`config.mk`:
```
export PLATFORM = sky130hd
export DESIGN_NAME = pipe_hazard_ctrl_flat
export DESIGN_NICKNAME = d
export VERILOG_FILES = /design/src/rtl/pipe_hazard_if.sv /design/src/rtl/pipe_hazard_ctrl.sv /design/src/flat_wrapper.sv
export SDC_FILE = /design/constraint.sdc
export NUM_CORES = 1
export LEC_CHECK = 0
export ABC_CLOCK_PERIOD_IN_PS = 2900
export CORE_UTILIZATION = 44
export DETAILED_ROUTE_END_ITERATION = 10
export PLACE_DENSITY = 0.83
export SYNTH_ARGS = -nofsm -noshare
export SYNTH_HDL_FRONTEND = slang
export SYNTH_SLANG_ARGS = --single-unit
```
`constraint.sdc`:
```
create_clock -name clk -period 2.9 [get_ports clk]
set_input_delay 0.58 -clock clk [delete_from_list [all_inputs] [get_ports clk]]
set_output_delay 0.58 -clock clk [all_outputs]
set_load 0.05 [all_outputs]
```
`src/rtl/pipe_hazard_if.sv`:
```
// Pipeline-to-hazard-controller signal bundle: stage control fields in, freeze/flush/forward/memory controls out.
interface pipe_hazard_if;
  logic [1:0]  id_src1;
  logic [1:0]  id_src2;
  logic        id_two_src;
  logic [1:0]  exe_src1;
  logic [1:0]  exe_src2;
  logic        exe_wb_en;
  logic        exe_mem_r_en;
  logic [1:0]  exe_dest;
  logic        exe_branch_taken;
  logic        mem_wb_en;
  logic        mem_mem_r_en;
  logic        mem_mem_w_en;
  logic [1:0]  mem_dest;
  logic        wb_wb_en;
  logic [1:0]  wb_dest;
  logic        mem_ready;

  logic        pc_freeze;
  logic        ifid_freeze;
  logic        idex_freeze;
  logic        exmem_freeze;
  logic        ifid_flush;
  logic        idex_flush;
  logic        memwb_flush;
  logic [1:0]  fwd_a_sel;
  logic [1:0]  fwd_b_sel;
  logic        mem_req;
  logic        mem_abort;
  logic        mem_err;
  logic [15:0] stall_cnt;

  // Pipeline side
  modport master (
    output id_src1, id_src2, id_two_src, exe_src1, exe_src2, exe_wb_en,
           exe_mem_r_en, exe_dest, exe_branch_taken, mem_wb_en, mem_mem_r_en,
           mem_mem_w_en, mem_dest, wb_wb_en, wb_dest, mem_ready,
    input  pc_freeze, ifid_freeze, idex_freeze, exmem_freeze, ifid_flush,
           idex_flush, memwb_flush, fwd_a_sel, fwd_b_sel, mem_req, mem_abort,
           mem_err, stall_cnt
  );

  // Hazard controller side
  modport slave (
    input  id_src1, id_src2, id_two_src, exe_src1, exe_src2, exe_wb_en,
           exe_mem_r_en, exe_dest, exe_branch_taken, mem_wb_en, mem_mem_r_en,
           mem_mem_w_en, mem_dest, wb_wb_en, wb_dest, mem_ready,
    output pc_freeze, ifid_freeze, idex_freeze, exmem_freeze, ifid_flush,
           idex_flush, memwb_flush, fwd_a_sel, fwd_b_sel, mem_req, mem_abort,
           mem_err, stall_cnt
  );
endinterface

```
`src/rtl/pipe_hazard_ctrl.sv`:
```
// Hazard/stall controller for the 8-bit 4-register pipelined core: freezes, flushes,
// EXE operand forwarding, data-memory handshake with timeout, saturating stall counter.
module pipe_hazard_ctrl #(
  parameter int unsigned MEM_TIMEOUT = 8
) (
  input logic          clk,
  input logic          rst,
  pipe_hazard_if.slave bus
);

  localparam int unsigned WAIT_W = 8;
  localparam int unsigned CNT_W  = 16;
  localparam logic [WAIT_W-1:0] WAIT_LAST = WAIT_W'(MEM_TIMEOUT - 1);
  localparam logic [CNT_W-1:0]  CNT_MAX   = '1;

  typedef enum logic {
    RUN      = 1'b0,
    MEM_WAIT = 1'b1
  } state_e;

  state_e              state_q, state_d;
  logic [WAIT_W-1:0]   wait_cnt_q, wait_cnt_d;
  logic                mem_err_q, mem_err_d;
  logic [CNT_W-1:0]    stall_cnt_q, stall_cnt_d;

  logic mem_op_c, abort_c, mstall_c, lu_c;
  logic pc_freeze_c, ifid_freeze_c, idex_freeze_c, exmem_freeze_c;
  logic ifid_flush_c, idex_flush_c, memwb_flush_c, mem_abort_c, mem_req_c;
  logic [1:0] fwd_a_c, fwd_b_c;
  logic unused_exe_wb_en_c;

  // The EXE write-back enable plays no role in hazard detection.
  assign unused_exe_wb_en_c = bus.exe_wb_en;

  function automatic logic [1:0] fwd_sel(input logic [1:0] src,
                                         input logic       m_wb,
                                         input logic       m_rd,
                                         input logic [1:0] m_dest,
                                         input logic       w_wb,
                                         input logic [1:0] w_dest);
    logic [1:0] sel;
    sel = 2'd0;
    if (m_wb && !m_rd && (m_dest == src)) sel = 2'd1;
    else if (w_wb && (w_dest == src))     sel = 2'd2;
    return sel;
  endfunction

  // Hazard conditions; the timeout takes the last wait slot instead of a stall.
  always_comb begin
    mem_op_c = bus.mem_mem_r_en | bus.mem_mem_w_en;
    abort_c  = mem_op_c & ~bus.mem_ready & (wait_cnt_q == WAIT_LAST);
    mstall_c = mem_op_c & ~bus.mem_ready & ~abort_c;
    lu_c     = bus.exe_mem_r_en &
               ((bus.id_src1 == bus.exe_dest) |
                (bus.id_two_src & (bus.id_src2 == bus.exe_dest)));
  end

  // Prioritised freeze/flush decode; everything forced low during reset.
  always_comb begin
    pc_freeze_c    = 1'b0;
    ifid_freeze_c  = 1'b0;
    idex_freeze_c  = 1'b0;
    exmem_freeze_c = 1'b0;
    ifid_flush_c   = 1'b0;
    idex_flush_c   = 1'b0;
    memwb_flush_c  = 1'b0;
    mem_abort_c    = 1'b0;
    mem_req_c      = 1'b0;
    fwd_a_c        = 2'd0;
    fwd_b_c        = 2'd0;
    if (!rst) begin
      mem_req_c = mem_op_c;
      fwd_a_c   = fwd_sel(bus.exe_src1, bus.mem_wb_en, bus.mem_mem_r_en,
                          bus.mem_dest, bus.wb_wb_en, bus.wb_dest);
      fwd_b_c   = fwd_sel(bus.exe_src2, bus.mem_wb_en, bus.mem_mem_r_en,
                          bus.mem_dest, bus.wb_wb_en, bus.wb_dest);
      if (mstall_c) begin
        pc_freeze_c    = 1'b1;
        ifid_freeze_c  = 1'b1;
        idex_freeze_c  = 1'b1;
        exmem_freeze_c = 1'b1;
        memwb_flush_c  = 1'b1;
      end else begin
        if (abort_c) begin
          mem_abort_c   = 1'b1;
          memwb_flush_c = 1'b1;
        end
        if (bus.exe_branch_taken) begin
          ifid_flush_c = 1'b1;
          idex_flush_c = 1'b1;
        end else if (lu_c) begin
          pc_freeze_c   = 1'b1;
          ifid_freeze_c = 1'b1;
          idex_flush_c  = 1'b1;
        end
      end
    end
  end

  // Memory-wait FSM and registered bookkeeping next-state.
  always_comb begin
    state_d     = state_q;
    wait_cnt_d  = '0;
    mem_err_d   = mem_err_q | abort_c;
    stall_cnt_d = stall_cnt_q;
    case (state_q)
      RUN:      if (mstall_c)  state_d = MEM_WAIT;
      MEM_WAIT: if (!mstall_c) state_d = RUN;
      default:                 state_d = RUN;
    endcase
    if (mstall_c) wait_cnt_d = wait_cnt_q + WAIT_W'(1);
    if (pc_freeze_c && (stall_cnt_q != CNT_MAX)) stall_cnt_d = stall_cnt_q + CNT_W'(1);
  end

  always_ff @(posedge clk or posedge rst) begin
    if (rst) begin
      state_q     <= RUN;
      wait_cnt_q  <= '0;
      mem_err_q   <= 1'b0;
      stall_cnt_q <= '0;
    end else begin
      state_q     <= state_d;
      wait_cnt_q  <= wait_cnt_d;
      mem_err_q   <= mem_err_d;
      stall_cnt_q <= stall_cnt_d;
    end
  end

  assign bus.pc_freeze    = pc_freeze_c;
  assign bus.ifid_freeze  = ifid_freeze_c;
  assign bus.idex_freeze  = idex_freeze_c;
  assign bus.exmem_freeze = exmem_freeze_c;
  assign bus.ifid_flush   = ifid_flush_c;
  assign bus.idex_flush   = idex_flush_c;
  assign bus.memwb_flush  = memwb_flush_c;
  assign bus.fwd_a_sel    = fwd_a_c;
  assign bus.fwd_b_sel    = fwd_b_c;
  assign bus.mem_req      = mem_req_c;
  assign bus.mem_abort    = mem_abort_c;
  assign bus.mem_err      = mem_err_q;
  assign bus.stall_cnt    = stall_cnt_q;

endmodule

```
`src/flat_wrapper.sv`:
```
// flat-port wrapper written by rule: the top's interface ports become plain ports
module pipe_hazard_ctrl_flat 
#(
  parameter int unsigned MEM_TIMEOUT = 8
)
  (clk, rst, bus_id_src1, bus_id_src2, bus_id_two_src, bus_exe_src1, bus_exe_src2, bus_exe_wb_en, bus_exe_mem_r_en, bus_exe_dest, bus_exe_branch_taken, bus_mem_wb_en, bus_mem_mem_r_en, bus_mem_mem_w_en, bus_mem_dest, bus_wb_wb_en, bus_wb_dest, bus_mem_ready, bus_pc_freeze, bus_ifid_freeze, bus_idex_freeze, bus_exmem_freeze, bus_ifid_flush, bus_idex_flush, bus_memwb_flush, bus_fwd_a_sel, bus_fwd_b_sel, bus_mem_req, bus_mem_abort, bus_mem_err, bus_stall_cnt);
  pipe_hazard_if bus_i ();
  input logic clk;
  input logic rst;
  input wire logic [$bits(bus_i.id_src1)-1:0] bus_id_src1;
  input wire logic [$bits(bus_i.id_src2)-1:0] bus_id_src2;
  input wire logic [$bits(bus_i.id_two_src)-1:0] bus_id_two_src;
  input wire logic [$bits(bus_i.exe_src1)-1:0] bus_exe_src1;
  input wire logic [$bits(bus_i.exe_src2)-1:0] bus_exe_src2;
  input wire logic [$bits(bus_i.exe_wb_en)-1:0] bus_exe_wb_en;
  input wire logic [$bits(bus_i.exe_mem_r_en)-1:0] bus_exe_mem_r_en;
  input wire logic [$bits(bus_i.exe_dest)-1:0] bus_exe_dest;
  input wire logic [$bits(bus_i.exe_branch_taken)-1:0] bus_exe_branch_taken;
  input wire logic [$bits(bus_i.mem_wb_en)-1:0] bus_mem_wb_en;
  input wire logic [$bits(bus_i.mem_mem_r_en)-1:0] bus_mem_mem_r_en;
  input wire logic [$bits(bus_i.mem_mem_w_en)-1:0] bus_mem_mem_w_en;
  input wire logic [$bits(bus_i.mem_dest)-1:0] bus_mem_dest;
  input wire logic [$bits(bus_i.wb_wb_en)-1:0] bus_wb_wb_en;
  input wire logic [$bits(bus_i.wb_dest)-1:0] bus_wb_dest;
  input wire logic [$bits(bus_i.mem_ready)-1:0] bus_mem_ready;
  output wire logic [$bits(bus_i.pc_freeze)-1:0] bus_pc_freeze;
  output wire logic [$bits(bus_i.ifid_freeze)-1:0] bus_ifid_freeze;
  output wire logic [$bits(bus_i.idex_freeze)-1:0] bus_idex_freeze;
  output wire logic [$bits(bus_i.exmem_freeze)-1:0] bus_exmem_freeze;
  output wire logic [$bits(bus_i.ifid_flush)-1:0] bus_ifid_flush;
  output wire logic [$bits(bus_i.idex_flush)-1:0] bus_idex_flush;
  output wire logic [$bits(bus_i.memwb_flush)-1:0] bus_memwb_flush;
  output wire logic [$bits(bus_i.fwd_a_sel)-1:0] bus_fwd_a_sel;
  output wire logic [$bits(bus_i.fwd_b_sel)-1:0] bus_fwd_b_sel;
  output wire logic [$bits(bus_i.mem_req)-1:0] bus_mem_req;
  output wire logic [$bits(bus_i.mem_abort)-1:0] bus_mem_abort;
  output wire logic [$bits(bus_i.mem_err)-1:0] bus_mem_err;
  output wire logic [$bits(bus_i.stall_cnt)-1:0] bus_stall_cnt;
  assign bus_i.id_src1 = bus_id_src1;
  assign bus_i.id_src2 = bus_id_src2;
  assign bus_i.id_two_src = bus_id_two_src;
  assign bus_i.exe_src1 = bus_exe_src1;
  assign bus_i.exe_src2 = bus_exe_src2;
  assign bus_i.exe_wb_en = bus_exe_wb_en;
  assign bus_i.exe_mem_r_en = bus_exe_mem_r_en;
  assign bus_i.exe_dest = bus_exe_dest;
  assign bus_i.exe_branch_taken = bus_exe_branch_taken;
  assign bus_i.mem_wb_en = bus_mem_wb_en;
  assign bus_i.mem_mem_r_en = bus_mem_mem_r_en;
  assign bus_i.mem_mem_w_en = bus_mem_mem_w_en;
  assign bus_i.mem_dest = bus_mem_dest;
  assign bus_i.wb_wb_en = bus_wb_wb_en;
  assign bus_i.wb_dest = bus_wb_dest;
  assign bus_i.mem_ready = bus_mem_ready;
  assign bus_pc_freeze = bus_i.pc_freeze;
  assign bus_ifid_freeze = bus_i.ifid_freeze;
  assign bus_idex_freeze = bus_i.idex_freeze;
  assign bus_exmem_freeze = bus_i.exmem_freeze;
  assign bus_ifid_flush = bus_i.ifid_flush;
  assign bus_idex_flush = bus_i.idex_flush;
  assign bus_memwb_flush = bus_i.memwb_flush;
  assign bus_fwd_a_sel = bus_i.fwd_a_sel;
  assign bus_fwd_b_sel = bus_i.fwd_b_sel;
  assign bus_mem_req = bus_i.mem_req;
  assign bus_mem_abort = bus_i.mem_abort;
  assign bus_mem_err = bus_i.mem_err;
  assign bus_stall_cnt = bus_i.stall_cnt;
  pipe_hazard_ctrl #(.MEM_TIMEOUT(MEM_TIMEOUT)) u_core (.clk(clk), .rst(rst), .bus(bus_i));
endmodule
```
==> metrics.yaml <==
avgViaCountPerCell: 5.243
layout_setup_ws_ns: 0.08315
synthDistinctLibCells: 33
nets: 231
cts_buffers: 3
antenna_cells: 0
drive_gt1_share_pct: 16.75
post_drt_wl_per_cell_um: 14.20
dr.pass1.iters: 4
skew_ns: 0.002134
sw_frac_of_total_pct: 40.89
synth.largest_area_cell: "dfrtp_1"
grt_max_degree: 16
cp-start-kind: "register"
clkLatencyLatePin_ns: 0.32
antenna_found_initial: 0
seqPwrFrac_pct: 41.4
synth_nets: 174
end_kind: "output pin"
combPwrFrac_pct: 43.3
slew_viol_final: 0
synth_warnings: 0
grt_pass1_wl_um: 5692
relSlewSlack_pct: 66.05
synthCells: 147
tritoncts: "done"
utilization_pct: 69.20
synth_area_per_cell_um2: 10.04
die_height_um: 59.90
min_period_over_period_pct: 97.13
die_area_um2: 3588
p_per_area_nw_per_um2: 489.2
numClockSinks: 25
slowest_stage: "or4_1"
worstMarginPinSlew_ns: 0.5077
crit_path_max_fanout: 10
grt_pass1_vias: 1304
start_util_pct: 47.16
place_ws_ns: 0.1442
clock-root-buffer: "clkbuf_4"
wl_um: 3508
clock_path_buffers: 2
critical_path_class: "register to output pin"
crit_required_ns: 2.32
grt.overflow.total: 0
finalSetupViolCount: 0
drc: 0
max_stage_delay_ns: 0.54
route.met2.wl_um: 1814
core_um2: 3128
cts.htree.levels: 1
clk_pin_slew_ns: 0.14
yosys_register_bits: 25
p_leak_nw: 0.9539
hold_path_class: "register to register"
fin_setup_tns_ns: 0
io_pins: 55
yosys-top-cells-area: "dfrtp_1 42%, xor2_1 14%, nand3_1 3.7%, xnor2_1 3.6%, nor2_1 3.3%"
synth_top_flop_cell: "dfrtp_1"
globalplace.congestion: 0.8388
wl_met3_um: 207
wl_met1_um: 1456
postCtsHoldBufs: 0
p_sw_uw: 433.1
internal_power_uw: 625.9
dp_hpwl_um: 2805
syn_area_um2: 1475
synth_edf_count: 0
portBuffers: 53
die_w_um: 59.90
max_freq_mhz: 355.0
total_power_mw: 1.059
yosys.area.top_type_share_pct: 42.41
crit_buf_inv: 1
rsz0062_at_grt: "false"
ys_async_sr_fraction_pct: 100.0
row_count: 20
synth_seq_area_share_pct: 42.41
area_growth_pct: 46.73
grtUsageTotal_pct: 21.46
status: "finished clean"
p_clk_share_pct: 15.3
vdd_drop_max_mv: 0.3181
postCtsSetupBuffers: 0
post-route-min-period_ns: 2.817
drt-initial-drc-count: 34
vias: 1295
maxCapViolations: 0
cp.arrival_ns: 2.24
path_cells: "or4_1 > or3_4 > nand2b_4 > and3_1 > buf_4"
fillCellCount: 251
top_layer: "met4"
cp_top_family: "simple AND/OR/NAND/NOR gates"
ant_nets: 0
hold_violations: 0
registers in the layout, summed over array words and instances (netlist names):
signal and cells:
u_core.bus.mem_err 1, u_core.bus.stall_cnt 16, u_core.wait_cnt_q 8
cell usage in the layout, fill, tap and decap left out, types with 2 or more instances in the layout:
| cell | instances |
|---|---|
| clkdlybuf4s50_1 | 40 |
| dfrtp_1 | 25 |
| xor2_1 | 23 |
| nor2_1 | 12 |
| nand3_1 | 11 |
| buf_4 | 10 |
| nand2_1 | 8 |
| nor3_1 | 8 |
| buf_12 | 7 |
| xnor2_1 | 6 |
| and3_1 | 4 |
| nor4b_1 | 4 |
| nor4_1 | 4 |
| mux2_2 | 4 |
| inv_1 | 3 |
| nor2b_1 | 3 |
| clkbuf_4 | 3 |
| o21bai_1 | 2 |
| and2_1 | 2 |
| nand4_1 | 2 |
| nand2b_1 | 2 |
| nor4_2 | 2 |
| ha_1 | 2 |
stage by stage:
step / hold slack [ns] / cell area (um^2) / instances
final: 0.4794 / 2165 / 247
after global routing: 0.5157 / 2165 / 247
after CTS: 0.4840 / 2160 / 247
after detailed placement: 0.4655 / 2132 / 243
after global placement: 0.4401 / 2132 / 243
after floorplan: 0.4222 / 1499 / 147
worst paths after layout:
| kind | from | to | slack [ns] | cells after the start |
|---|---|---|---|---|
| min | u_core.wait_cnt_q[0] | u_core.wait_cnt_q[0] | 0.48 | 1 |
| max | u_core.wait_cnt_q[4] | bus_ifid_flush | 0.08 | 5 |
| max in group asynchronous | rst | u_core.bus.stall_cnt[8] | 1.83 | 3 |
| min reg2reg | u_core.wait_cnt_q[0] | u_core.wait_cnt_q[0] | 0.48 | 1 |
| max reg2reg | u_core.wait_cnt_q[4] | u_core.bus.stall_cnt[1] | 0.59 | 6 |
| min in group asynchronous | rst | u_core.bus.stall_cnt[13] | 0.89 | 3 |
per-layer routing:
metal	vias to the layer above	track usage (%)
li1	623	-
met1	619	25.75
met2	49	39.37
met3	4	3.247
met4	0	5.980
met5	-	0
logic make-up after synthesis:
family                   synth area share, %
multiplexers                           4.071
AND/OR/NAND/NOR                        26.12
XOR/XNOR                               17.22
buffers and inverters                  3.562
flip-flops                             42.41
AO/OA/AOI/OAI                          4.919
adder cells (fa/ha/maj)                1.696
what timing repair did:
| action | CTS | global route |
|---|---|---|
| resized for setup | 0 | 1 |
| endpoints found under the setup margin | 0 | 2 |
| hold endpoints to repair | 0 | 0 |
power by group through the flow:
stage	Sequential, mW	Clock (mW)	Combinational [mW]
final	0.438	0.163	0.458
after global routing	0.446	0.179	0.485
after CTS	0.438	0.164	0.461
after detailed placement	0.445	0	0.460
after global placement	0.440	0	0.447
after floorplan	0.577	0	0.154
synth_stat cells (3+ instances only):
cell type  count
and3_1         4
nor4b_1        4
xor2_1        23
mux2_2         4
nor2b_1        3
xnor2_1        6
nor2_1        13
nor4_1         6
nand3_1       11
nand2_1        8
dfrtp_1       25
buf_4          3
inv_1          4
nor3_1         9
layout make-up:
| cell class | count | area, um^2 | area share (%) |
|---|---|---|---|
| Sequential cell | 25 | 625.6 | 28.90 |
| Tap cell | 44 | 55.05 | 2.543 |
| Inverter | 4 | 18.77 | 0.8671 |
| Clock inverter | 1 | 5.005 | 0.2312 |
| Clock buffer | 3 | 22.52 | 1.040 |
| Timing Repair Buffer | 57 | 615.6 | 28.44 |
| Multi-Input combinational cell | 113 | 822.0 | 37.98 |
Note: power is estimated with default switching activity, not from simulation.
==> RTL change, RTL diff (same settings) <==
Set the localparam `WAIT_W` to 10 (it was 8).
--- a/src/rtl/pipe_hazard_ctrl.sv
+++ b/src/rtl/pipe_hazard_ctrl.sv
@@ -10,3 +10,3 @@
 
-  localparam int unsigned WAIT_W = 8;
+  localparam int unsigned WAIT_W = 10;
   localparam int unsigned CNT_W  = 16;
Formal check against the unedited RTL: no difference found for any inputs over 10 cycles, from zero or initial values and one cycle with rst high; that may be too few to reach the edited logic, so the function may still have changed.
==> RTL change against the original RTL <==
Sequential share of layout area increased by 0.80 points; sequential cell count increased by 2; cell area increased by 5.1%; maximum frequency increased by 8.1%; first-iteration DRC count increased by 85%; synthesized area increased by 6.4%; critical path depth increased by 1; power increased by 6.6%; setup slack improved by 0.21 ns; routed wire length increased by 4.2%; clock skew increased by 0.0013 ns; critical path type is now in -> out; largest power group unchanged.
==> RTL change: results <==
yosys:
  synth_xor_area_frac: 0.1898
  synth_compound_area_frac: 0.05502
  synth.ff_latch_count: 27
  syn_avg_cell_area_um2: 10.06
pwr:
  p_clk_frac: 0.145
  p_total_mw: 1.129
  seqPwrFrac: 0.425
  vdd_drop_max_mv: 0.5814
  power-per-cell-area_mw_per_mm2: 496.3
global_route:
  grt_pass1_vias: 1239
placed_design:
  place_congestion: 0.7777
  dpl_cell_area_mm2: 0.002248
  dp_hpwl_mm: 2.769
worst_setup_path:
  startpoint: "bus_exe_dest[1]"
  critPathTopFamily: "buffers and inverters"
  arrival_ns: 2.03
  slowest_delay_ns: 0.46
  crit_end: "bus_idex_flush"
route:
  viasPerCell: 5.288
run_status:
  status: "completed"
layout:
  multi_input_area_share: 0.3757
  layout-drive-gt1-share: 0.1374
timing:
  finalClockSkew_ns: 0.003406
  maxClockFrequency_ghz: 0.3839
  whs_ns: 0.4621
-- RTL change: changes by cell type after synthesis, moves of 2 or more --
| cell | before | now |
|---|---|---|
| a21oi_1 | 0 | 2 |
| xor2_1 | 23 | 28 |
| mux2_2 | 4 | 0 |
| nor4b_1 | 4 | 1 |
| dfrtp_1 | 25 | 27 |
| nor2_1 | 13 | 16 |
| buf_2 | 0 | 2 |
| nand3_1 | 11 | 13 |
| nor2_2 | 0 | 2 |
| nor2b_1 | 3 | 1 |
-- RTL change: worst reg2reg max path, cell delays in order, from the launching register on --
cell       delay [ns]
dfrtp_1          0.46
nor4_2           0.29
nand4_2          0.22
a2bb2oi_4        0.21
buf_4            0.22
nor2_2           0.09
mux2_4           0.31
-- RTL change: layer usage --
layer,GRT usage,wire [µm]
met5,0,0
met3,0.03520,255
met2,0.3425,1755
met1,0.2369,1584
met4,0.07619,58
